===== src/rtl/counter_prog_pkg.sv =====
// Shared types and defaults for the programmable counter.
package counter_prog_pkg;

    typedef enum logic [0:0] {
        ST_RUN,
        ST_DONE
    } state_t;

    localparam int unsigned DEF_WIDTH   = 32;
    localparam int unsigned DEF_PRESC_W = 24;

endpackage


===== src/rtl/tick_gen.sv =====
// Prescaler: emits a one-cycle step every presc+1 enabled cycles; holds while disabled.
module tick_gen #(
    parameter int unsigned PRESC_W = 24
) (
    input  logic               clk,
    input  logic               rst_n,
    input  logic               en,
    input  logic               clr_i,
    input  logic [PRESC_W-1:0] presc,
    output logic               step
);

    logic [PRESC_W-1:0] cnt_q, cnt_d;

    always_comb begin
        cnt_d = cnt_q;
        step  = 1'b0;
        if (clr_i) begin
            cnt_d = '0;
        end else if (en) begin
            // >= also catches presc lowered below the current phase
            if (cnt_q >= presc) begin
                cnt_d = '0;
                step  = 1'b1;
            end else begin
                cnt_d = cnt_q + 1'b1;
            end
        end
    end

    always_ff @(posedge clk or negedge rst_n) begin
        if (!rst_n) begin
            cnt_q <= '0;
        end else begin
            cnt_q <= cnt_d;
        end
    end

endmodule


===== src/rtl/counter_prog.sv =====
// Programmable up/down counter with prescaler, modulo limit and one-shot mode.
// Optional snapshot register enabled by COUNTER_PROG_SNAP_EN.
module counter_prog
    import counter_prog_pkg::*;
#(
    parameter int unsigned WIDTH   = DEF_WIDTH,
    parameter int unsigned PRESC_W = DEF_PRESC_W
) (
    input  logic               clk,
    input  logic               rst_n,
    input  logic               en,
    input  logic               up,
    input  logic               oneshot,
    input  logic               clr,
    input  logic               load,
    input  logic [WIDTH-1:0]   load_val,
    input  logic [WIDTH-1:0]   limit,
    input  logic [PRESC_W-1:0] presc,
`ifdef COUNTER_PROG_SNAP_EN
    input  logic               snap,
    output logic [WIDTH-1:0]   snap_val,
`endif
    output logic [WIDTH-1:0]   cntr,
    output logic               tick,
    output logic               tc,
    output logic               running
);

    state_t           state_q, state_d;
    logic [WIDTH-1:0] cntr_q, cntr_d;
    logic             tick_q, tick_d;
    logic             tc_q, tc_d;
    logic             step;
    logic             at_term;
    logic             presc_en;

    // Prescaler freezes in ST_DONE so a restart begins from a clean phase only via clr/load.
    assign presc_en = en && (state_q == ST_RUN);

    tick_gen #(
        .PRESC_W (PRESC_W)
    ) u_tick_gen (
        .clk   (clk),
        .rst_n (rst_n),
        .en    (presc_en),
        .clr_i (clr | load),
        .presc (presc),
        .step  (step)
    );

    assign at_term = up ? (cntr_q >= limit) : (cntr_q == '0);

    always_comb begin
        cntr_d  = cntr_q;
        state_d = state_q;
        tick_d  = 1'b0;
        tc_d    = 1'b0;
        if (clr) begin
            cntr_d  = '0;
            state_d = ST_RUN;
        end else if (load) begin
            cntr_d  = load_val;
            state_d = ST_RUN;
        end else if (step) begin
            tick_d = 1'b1;
            if (at_term) begin
                tc_d = 1'b1;
                if (oneshot) begin
                    state_d = ST_DONE;
                end else begin
                    cntr_d = up ? '0 : limit;
                end
            end else begin
                cntr_d = up ? cntr_q + 1'b1 : cntr_q - 1'b1;
            end
        end
    end

    always_ff @(posedge clk or negedge rst_n) begin
        if (!rst_n) begin
            state_q <= ST_RUN;
            cntr_q  <= '0;
            tick_q  <= 1'b0;
            tc_q    <= 1'b0;
        end else begin
            state_q <= state_d;
            cntr_q  <= cntr_d;
            tick_q  <= tick_d;
            tc_q    <= tc_d;
        end
    end

    assign cntr    = cntr_q;
    assign tick    = tick_q;
    assign tc      = tc_q;
    assign running = en && (state_q == ST_RUN);

`ifdef COUNTER_PROG_SNAP_EN
    logic [WIDTH-1:0] snap_q;

    always_ff @(posedge clk or negedge rst_n) begin
        if (!rst_n) begin
            snap_q <= '0;
        end else if (snap) begin
            snap_q <= cntr_q;
        end
    end

    assign snap_val = snap_q;
`else
    // No capture register in this build; the count is only observable live.
`endif

endmodule


===== config.mk =====
export PLATFORM = sky130hd
export DESIGN_NAME = counter_prog
export DESIGN_NICKNAME = d
export VERILOG_FILES = /design/src/rtl/counter_prog_pkg.sv /design/src/rtl/tick_gen.sv /design/src/rtl/counter_prog.sv
export SDC_FILE = /design/constraint.sdc
export NUM_CORES = 1
export LEC_CHECK = 0
export BUFFER_PORTS_ARGS = -buffer_cell sky130_fd_sc_hd__buf_2
export CAP_MARGIN = 20
export CORE_AREA = 2 2 113 115
export DETAILED_ROUTE_END_ITERATION = 12
export DIE_AREA = 0 0 115 117
export GPL_ROUTABILITY_DRIVEN = 0
export HOLD_SLACK_MARGIN = 0.05
export PLACE_DENSITY = 0.79
export SYNTH_ARGS = -nofsm -noshare
export SYNTH_HDL_FRONTEND = slang
export SYNTH_SLANG_ARGS = --single-unit

===== constraint.sdc =====
create_clock -name clk -period 4.7 [get_ports clk]
set_clock_uncertainty 0.1 [all_clocks]
set_input_delay 0.47 -clock clk [delete_from_list [all_inputs] [get_ports clk]]
set_output_delay 0.47 -clock clk [all_outputs]
set_load 0.02 [all_outputs]

# Yosys cells after proc, flatten, opt, wreduce, memory -nomap -nowiden
# Index checks and enable logic that the tools add are counted.
# totals
reg_bits	59
input_bits	95
output_inout_bits	35
elab_cells	47
# classes
addsub	3
order_cmp	2
eq_ne	1
n_mux	26
n_bitwise	2
reduce_logical	8
# op_table
cell	count
$mux W32	7
$mux W24	3
$add A32 B1 Y32 const B	1
$ge A32 B32 Y1	1
$logic_not A32 Y1	1
$sub A32 B1 Y32 const B	1
$add A24 B1 Y24 const B	1
$ge A24 B24 Y1	1
$mux W1	16
$reduce_bool A3 Y1	3
$ne A4 B4 Y1 const B	1
$reduce_and A3 Y1	1
$reduce_and A2 Y1	1
$reduce_bool A2 Y1	1
$logic_and A1 B1 Y1	1
$not A1 Y1	1
$or A1 B1 Y1	1

# Depth between registers and ports, before layout
# Gate-level depths: netlist of the first run.
# logic_depth
ltp_word	7
ltp_mapped	13
ltp_nobuf	11

# Hierarchy
# Synthesis of the first run repeated with hierarchy kept, for this count alone.
# hier_totals
cells_unflattened	836
hier_area_um2	6628.9
# by_module_without_submodules
module	instances	cells_each	area_per_inst_um2	seq_area_each_um2
counter_prog	1	567	4332.9	875.8
tick_gen	1	269	2296.0	600.6

# Worst setup path before layout of the first run
# Ideal clock, no wire load.
# synth_timing
path_type	input to register
startpoint	input up
endpoint	register cntr_q[29], in the netlist cntr[29]
setup_time_ns	0.099
t_arrival_ns	3.174
required_ns	4.501
setup_slack_ns	1.327
stages	12
path_buffers	1
path_cell_list	inv_2 -> ha_1 -> clkdlybuf4s15_2 -> a21o_1 -> a221o_1 -> a21oi_1 -> o41ai_1 -> a31oi_1 -> o211ai_1 -> o211ai_1 -> mux2_2 -> a311oi_1
# synth_via
elab_chain_len	6
word_cells_on_any_way	10
classes_between	eq/ne: 1; mux: 8; reduce/logical: 1
# synth_rtl
item	line	rtl
start: declaration	counter_prog.sv:12	input logic up,
$mux W32	counter_prog.sv:71	cntr_d = up ? '0 : limit;
$mux W32	counter_prog.sv:68	if (oneshot) begin
$mux W32	counter_prog.sv:66	if (at_term) begin
$mux W32	counter_prog.sv:64	end else if (step) begin
$mux W32	counter_prog.sv:61	end else if (load) begin
$mux W32	counter_prog.sv:58	if (clr) begin
end signal: assignment	counter_prog.sv:87	cntr_q <= cntr_d;
end: declaration	counter_prog.sv:30	logic [WIDTH-1:0] cntr_q, cntr_d;
# Parallel ways exist; a longest one is shown, timed or not. The select of a mux whose other input is x is not followed.
# A chain may end at the register's enable or synchronous reset.

# Worst setup path after layout of the first run
# layout_timing
startpoint	register cntr_q[0], in the netlist cntr[0]
endpoint	register cntr_q[5], in the netlist cntr[5]
# layout_via
elab_chain_len	6
word_cells_on_any_way	12
classes_between	add/sub: 2; order compare: 1; eq/ne: 1; mux: 6; reduce/logical: 2
# layout_rtl
item	line	rtl
$sub A32 B1 Y32 (tied with other cells)	counter_prog.sv:74	cntr_d = up ? cntr_q + 1'b1 : cntr_q - 1'b1;
$mux W32 or $mux W1 (tied branches)	counter_prog.sv:74, counter_prog.sv:51	
$mux W32	counter_prog.sv:66	
$mux W32	counter_prog.sv:64	
$mux W32	counter_prog.sv:61	
$mux W32	counter_prog.sv:58	
# Parallel ways exist; a longest one is shown, timed or not. The select of a mux whose other input is x is not followed.

==> impl_metrics.ini, run 1 <==
[outcome]
status = finished, final reports clean

[pwr]
power.density_nw_per_um2 = 283
pwr-share-clk_pct = 33.2
p_seq_share_pct = 28.0
combinationalPowerShare_pct = 38.8
swShare_pct = 37.5
ir_drop_uv = 228
p_int_mw = 1.34
p_switching_mw = 0.805
power.leakage_nw = 3.89

[sta]
period_needed_ns = 3.93
fmax_mhz = 254
setup_ws_ns = 0.769
finalHoldViolCount = 0
worstMarginPinSlew_ns = 0.801
grt_setup_unrepaired = no
finalMaxSlewViolations = 0
final-setup-viol-count = 0
max_slew_margin_pct = 45.9
fin_tns_setup_ns = 0
period_share_pct = 83.6

[floorplan]
core-area_um2 = 12300
start_util_pct = 53.7
fp.dieH_um = 117
fp.dieArea_um2 = 13500
ios = 130
dieWidth_um = 115
rows = 41

[synthesis]
yosysMostFrequentCell = inv_1
syn_nets = 1039
yosys-top-cells-count = 102 x inv_1, 87 x ha_1, 83 x nand2_1
synth_area_leaders = dfrtp_1 22%, ha_1 16%, a21oi_1 6.1%
netlist_instances = 856
synth.largest_area_cell = dfrtp_1
ys_ff_latch = 59
yosysWarnings = 0
synth-seq-area-share_pct = 22.3
synth_edf_count = 0
synth_top_area_share_pct = 22.3
synthDistinctLibCells = 75
synthArstFlopShare_pct = 100
synthesis.area_um2 = 6610
synth_flop_cell = dfrtp_1
avgSynthCellArea_um2 = 7.72

[worst_setup_path]
startpoint_type = register
crit_chain = inv_1, ha_1, nor2_1, a21oi_1, o311ai_0, a21oi_1, or3_1, and3_1, o31ai_4, buf_4, nand2b_1, o32ai_1
cp_max_fo = 17
cp_data_arrival_time_ns = 4.07
endpoint_kind = register
cp_slowest_cell = o311ai_0
path_class = reg2reg
cpPeakStageDelay_ns = 0.68
required_ns = 4.84
cp_common_cell = a21oi_1

[grt]
track_usage_pct = 28.5
grt_first_pass_wirelength_mm = 30.5
antenna_found_initial = 0
grt-ovfl-total = 0
grt_max_degree = 60
grt_pass1_vias = 6350

[routing]
drt_iter0_markers = 522
wirelength_mm = 18.6
drc = 0
vias = 6780
postRouteAntennaNets = 0
routed_via_density = 6.03
wire_per_inst_um = 16.5
drtPass1Iterations = 5

[cts]
post_cts_buffers = 0
postCtsHoldBufs = 0
numClockSinks = 59
root_buffer = clkbuf_16
cts_buffer_depth = 2
numCtsBuffers = 9
cts_tree = yes
ctsHtreeMaxLevel = 3
clk_pin_slew_ns = 0.05
insertion_delay_ns = 0.34
ctsResizeCount = 0

[layout]
nets = 1153
nFillCells = 1139
diodes = 0
fin_util_pct = 61.7
flow.area_growth_from_synthesis_pct = 15.0
design_area_um2 = 7600
drive_gt1_share_pct = 17.8

[placement]
hpwlAfterDp_mm = 13.7
place_ws_ns = 0.846
io_buffers = 129
place_area_um2 = 7290

[flow_run]
cap_violations = 0

[hold_path]
hp-class = in2async
[layout make-up]
| cell class | instances | area (µm²) | area share [%] |
|---|---|---|---|
| Timing Repair Buffer | 139 | 721 | 9.48 |
| Clock inverter | 5 | 77.6 | 1.02 |
| Multi-Input combinational cell | 657 | 4520 | 59.4 |
| Tap cell | 150 | 188 | 2.47 |
| Inverter | 104 | 390 | 5.14 |
| Sequential cell | 59 | 1480 | 19.4 |
| Clock buffer | 11 | 233 | 3.06 |
[routing by layer]
| metal | part of all wire (%) | wire length (µm) | up-vias | GRT usage [%] |
|---|---|---|---|---|
| li1 | - | - | 3366 | - |
| met1 | 43 | 7960 | 3134 | 36.5 |
| met2 | 48 | 8900 | 249 | 48.5 |
| met3 | 7.2 | 1340 | 31 | 5.66 |
| met4 | 2.1 | 397 | 0 | 9.24 |
| met5 | 0 | 0 | - | 0 |
[flip-flops by register name (all words and copies together) (netlist names)]
register	count
cntr	32
tc	1
state_q	1
tick	1
u_tick_gen.cnt_q	24
[per-stage QoR]
stage                     instances  hold slack (ns)  power, mW
after CTS                      1125            0.223       2.15
after global routing           1125            0.269       2.27
final                          1125            0.193       2.15
after global placement         1108            0.399       1.41
after detailed placement       1109            0.387       1.42
after floorplan                 856           0.0744       1.20
[cell usage in the layout (no fill, tap or decap), types with 8 or more instances in the layout]
| cell type | n |
|---|---|
| nor4_1 | 15 |
| clkbuf_16 | 9 |
| nor2b_1 | 13 |
| a31oi_1 | 9 |
| ha_1 | 87 |
| o22ai_1 | 14 |
| dfrtp_1 | 59 |
| a21oi_1 | 80 |
| nand4_1 | 18 |
| o31ai_1 | 8 |
| nand2_1 | 83 |
| a21o_1 | 14 |
| and3_1 | 12 |
| nand3_1 | 18 |
| buf_2 | 129 |
| o21ai_0 | 62 |
| inv_1 | 102 |
| nor2_1 | 42 |
| a211oi_1 | 19 |
| xnor2_1 | 14 |
| nand2b_1 | 11 |
| nor3_1 | 26 |
| mux2i_1 | 9 |
| buf_4 | 10 |
[final timing paths]
| kind | end | depth (start not counted) | from | slack (ns) |
|---|---|---|---|---|
| setup / recovery | cntr[5] | 12 | cntr[0] | 0.77 |
| hold / removal | u_tick_gen.cnt_q[21] | 2 | rst_n | 0.19 |
| setup reg to reg | cntr[5] | 12 | cntr[0] | 0.77 |
| hold reg to reg | state_q | 1 | state_q | 0.41 |
| max in group asynchronous | cntr[13] | 2 | rst_n | 3.78 |
| min in group clk | cntr[1] | 3 | load_val[1] | 0.31 |
[kinds of logic (layout without fill, tap and decap cells)]
| logic type | count (synthesis) | after routing | share of synthesized area [%] |
|---|---|---|---|
| AND/OR/NAND/NOR | 256 | 256 | 18.9 |
| adder cells (fa/ha/maj) | 88 | 88 | 16.8 |
| XOR/XNOR | 21 | 21 | 2.78 |
| flip-flops | 59 | 59 | 22.3 |
| multiplexers | 12 | 12 | 1.87 |
| buffers and inverters | 140 | 259 | 9.45 |
| AO/OA/AOI/OAI | 280 | 280 | 27.9 |
[power by group through the flow]
stage | logic [mW] | clock network [mW] | registers, mW
global placement | 0.806 | 0 | 0.608
detailed placement | 0.816 | 0 | 0.608
floorplan | 0.571 | 0 | 0.630
global route | 0.927 | 0.737 | 0.605
CTS | 0.824 | 0.722 | 0.599
finish | 0.834 | 0.713 | 0.601
[worst max-delay path: cells and delay by family, from the launching register on]
family	cells	cell delay [ns]
compound gates	5	1.55
flops	1	0.45
fa+ha+maj	1	0.29
buf+inv	2	0.40
simple gates	4	1.03
Power figures use the tool's default switching activity.
==> run 2: changes to the inputs <==
Settings changed: ABC_AREA set to 1, CORE_AREA 2 2 113 115 to 2 2 120 122, DIE_AREA 0 0 115 117 to 0 0 122 124, PLACE_DENSITY 0.79 to 0.77.
Clock period 4.7 ns to 4.03 ns, I/O delays scaled along.
==> run 2 against run 1 <==
Compared with the run above:
- worst hold slack lost 0.10 ns
- via count grew 25%
- core utilization grew 0.76 points
- non-clock buffer count shrank 3
- clock power grew 19%
- worst setup slack gained 0.30 ns
- count of clock-buffer cells in the layout shrank 1
- total power grew 21%
- sequential share of layout area shrank 2.2 points
- first-iteration DRC count grew 47%
- global-route usage grew 2.5 points
==> impl_metrics.ini, run 2 <==
[synthesis]
synth_simple_gate_area_share_pct = 43.3
synthesis.area_um2 = 7460
synth-xor-area-share_pct = 2.47
syn_nets = 1450
yosysMostFrequentCell = nand2_1
synth_top_area_share_pct = 19.8
synth_adder_area_share_pct = 14.9
netlist_instances = 1267
ys_ff_latch = 59
synth_edf_count = 0
yosysWarnings = 0
synth_area_leaders = dfrtp_1 20%, nand2_1 19%, ha_1 15%
synth-seq-area-share_pct = 19.8
synthArstFlopShare_pct = 100
yosys-top-cells-count = 370 x nand2_1, 199 x inv_1, 177 x nand3_1
avgSynthCellArea_um2 = 5.89
synth_mux_area_share_pct = 0
synth.largest_area_cell = dfrtp_1
synth_compound_area_share_pct = 7.48
synth_top_family_by_area = simple AND/OR/NAND/NOR gates
synth_flop_cell = dfrtp_1
synthDistinctLibCells = 32

[cts]
postCtsHoldBufs = 0
numCtsBuffers = 9
ctsResizeCount = 0
clk_pin_slew_ns = 0.06
cts_buffer_depth = 2
cts_tree = yes
numClockSinks = 59
ctsHtreeMaxLevel = 3
insertion_delay_ns = 0.35
post_cts_buffers = 0
root_buffer = clkbuf_16

[worst_setup_path]
r2r_cells = 17
required_ns = 4.21
reg2reg_slack_ns = 1.08
cpPeakStageDelay_ns = 0.48
reg2reg_to = cntr[24]
cp_common_cell = nand2_1
startpoint_type = primary input
rr_startpoint = cntr[0]
startpoint = up
cp_num_buf_inv = 4
path_class = in2reg
cp_max_fo = 33
critical_path.top_delay_family = buffers and inverters
crit_chain = buf_2, inv_2, buf_4, ha_1, a21oi_1, o21ai_0, inv_1, nand2_1, a21oi_1, nand2_1, nand2_1, nand3_1, nand2_1, nand3_1, nand2_1
cp_data_arrival_time_ns = 3.14
endpoint_kind = register
cp_slowest_cell = buf_4

[floorplan]
ios = 130
start_util_pct = 54.4
fp.dieH_um = 124
rows = 43
fp.dieArea_um2 = 15100
dieWidth_um = 122
core-area_um2 = 13700

[grt]
grt-ovfl-total = 0
track_usage_pct = 30.9
grt_pass1_vias = 7649
grt_max_degree = 65
grt_first_pass_wirelength_mm = 37.0
antenna_found_initial = 0

[sta]
worstMarginPinSlew_ns = 0.902
max_slew_margin_pct = 39.8
period_needed_ns = 2.96
period_share_pct = 73.4
fmax_mhz = 338
fin_tns_setup_ns = 0
grt_setup_unrepaired = no
finalHoldViolCount = 0
finalMaxSlewViolations = 0
final-setup-viol-count = 0

[layout]
nFillCells = 1371
drive_gt1_share_pct = 12.2
nets = 1565
largest_reg_flops = 32
flow.area_growth_from_synthesis_pct = 14.9
design_area_um2 = 8570
final_cell_mix = 370 x nand2_1, 199 x inv_1, 177 x nand3_1
diodes = 0
layout_commonest_cell = nand2_1

[outcome]
status = finished, final reports clean

[routing]
drtPass1Iterations = 6
routed_via_density = 5.41
wire_per_inst_um = 14.6
vias = 8480
wirelength_mm = 22.8
postRouteAntennaNets = 0
drc = 0
drt_iter0_markers = 765

[flow_run]
cap_violations = 0

[placement]
hpwlAfterDp_mm = 17.5
io_buffers = 129
place_area_um2 = 8240

[hold_path]
hp-class = in2async

[pwr]
power.leakage_nw = 5.05
power.density_nw_per_um2 = 303
ir_drop_uv = 164
## run 2: cell count changes after synthesis, sizes merged, moves of 18 or more
cell	before	now
nand2	83	374
nand3	19	177
nor2	42	158
inv	103	203
a21oi	81	51
o21ai	65	35
a211oi	19	1
## run 2: final cells by class
type                    instances  area [µm²]  share of cell area (%)
clock inverters                 6        88.8                    1.04
well taps                     180         225                    2.63
flip-flops and latches         59        1480                    17.2
inverters                     203         762                    8.89
clock buffers                  10         229                    2.67
repair buffers                136         711                    8.29
multi-input cells             973        5080                    59.3
## run 2: through the flow
step | util (%) | hold WS, ns | total power, mW | cells | setup WS [ns]
after global placement | 60.0 | 0.446 | 1.72 | 1550 | 0.874
after global routing | 62.5 | 0.160 | 2.77 | 1567 | 0.862
after detailed placement | 60.0 | 0.451 | 1.73 | 1550 | 0.781
after floorplan | - | 0.00741 | 1.43 | 1267 | 0.824
final | 62.5 | 0.0908 | 2.60 | 1567 | 1.07
after CTS | 62.4 | 0.116 | 2.58 | 1566 | 1.11
## run 2: layer usage
layer,routed length (µm),vias up,share of wire (%),GRT usage (%)
met2,10300,402,45,50.7
met4,500,0,2.2,9.84
li1,-,4279,-,-
met5,0,-,0,0
met3,1900,37,8.3,3.85
met1,10100,3762,44,42.5
## run 2: worst max-delay path by stage
stage / end / cells after the start
floorplan: cntr[16] / 14
global placement: cntr[28] / 15
detailed placement: cntr[28] / 15
CTS: cntr[28] / 15
global route: cntr[20] / 17
finish: cntr[28] / 15
## run 2: logic make-up after synthesis
group	Yosys count
buffers and inverters	235
xor gates and xnor gates	21
and+or+nand+nor	760
AOI/OAI and AO/OA	104
adders and majority gates	88
DFF	59
## run 2: power by group
part	switching, mW	internal (mW)	leakage [nW]
combinational	0.657	0.374	4.11
clock	0.310	0.542	0.149
sequential	0.0766	0.636	0.790
## run 2: worst reg2reg max path: stages, from the launching register on
cell and delay (ns):
dfrtp_1 0.48, inv_2 0.13, ha_1 0.29, inv_1 0.05
nand2_1 0.04, nand2_1 0.06, nand3_1 0.08, nand2_1 0.06
nand2_1 0.09, nand2_1 0.08, nand2_1 0.09, nand2_1 0.11
nand2_1 0.13, nand2_2 0.55, nand3_1 0.26, nand2_1 0.12
nand3_1 0.08, nand2_1 0.10
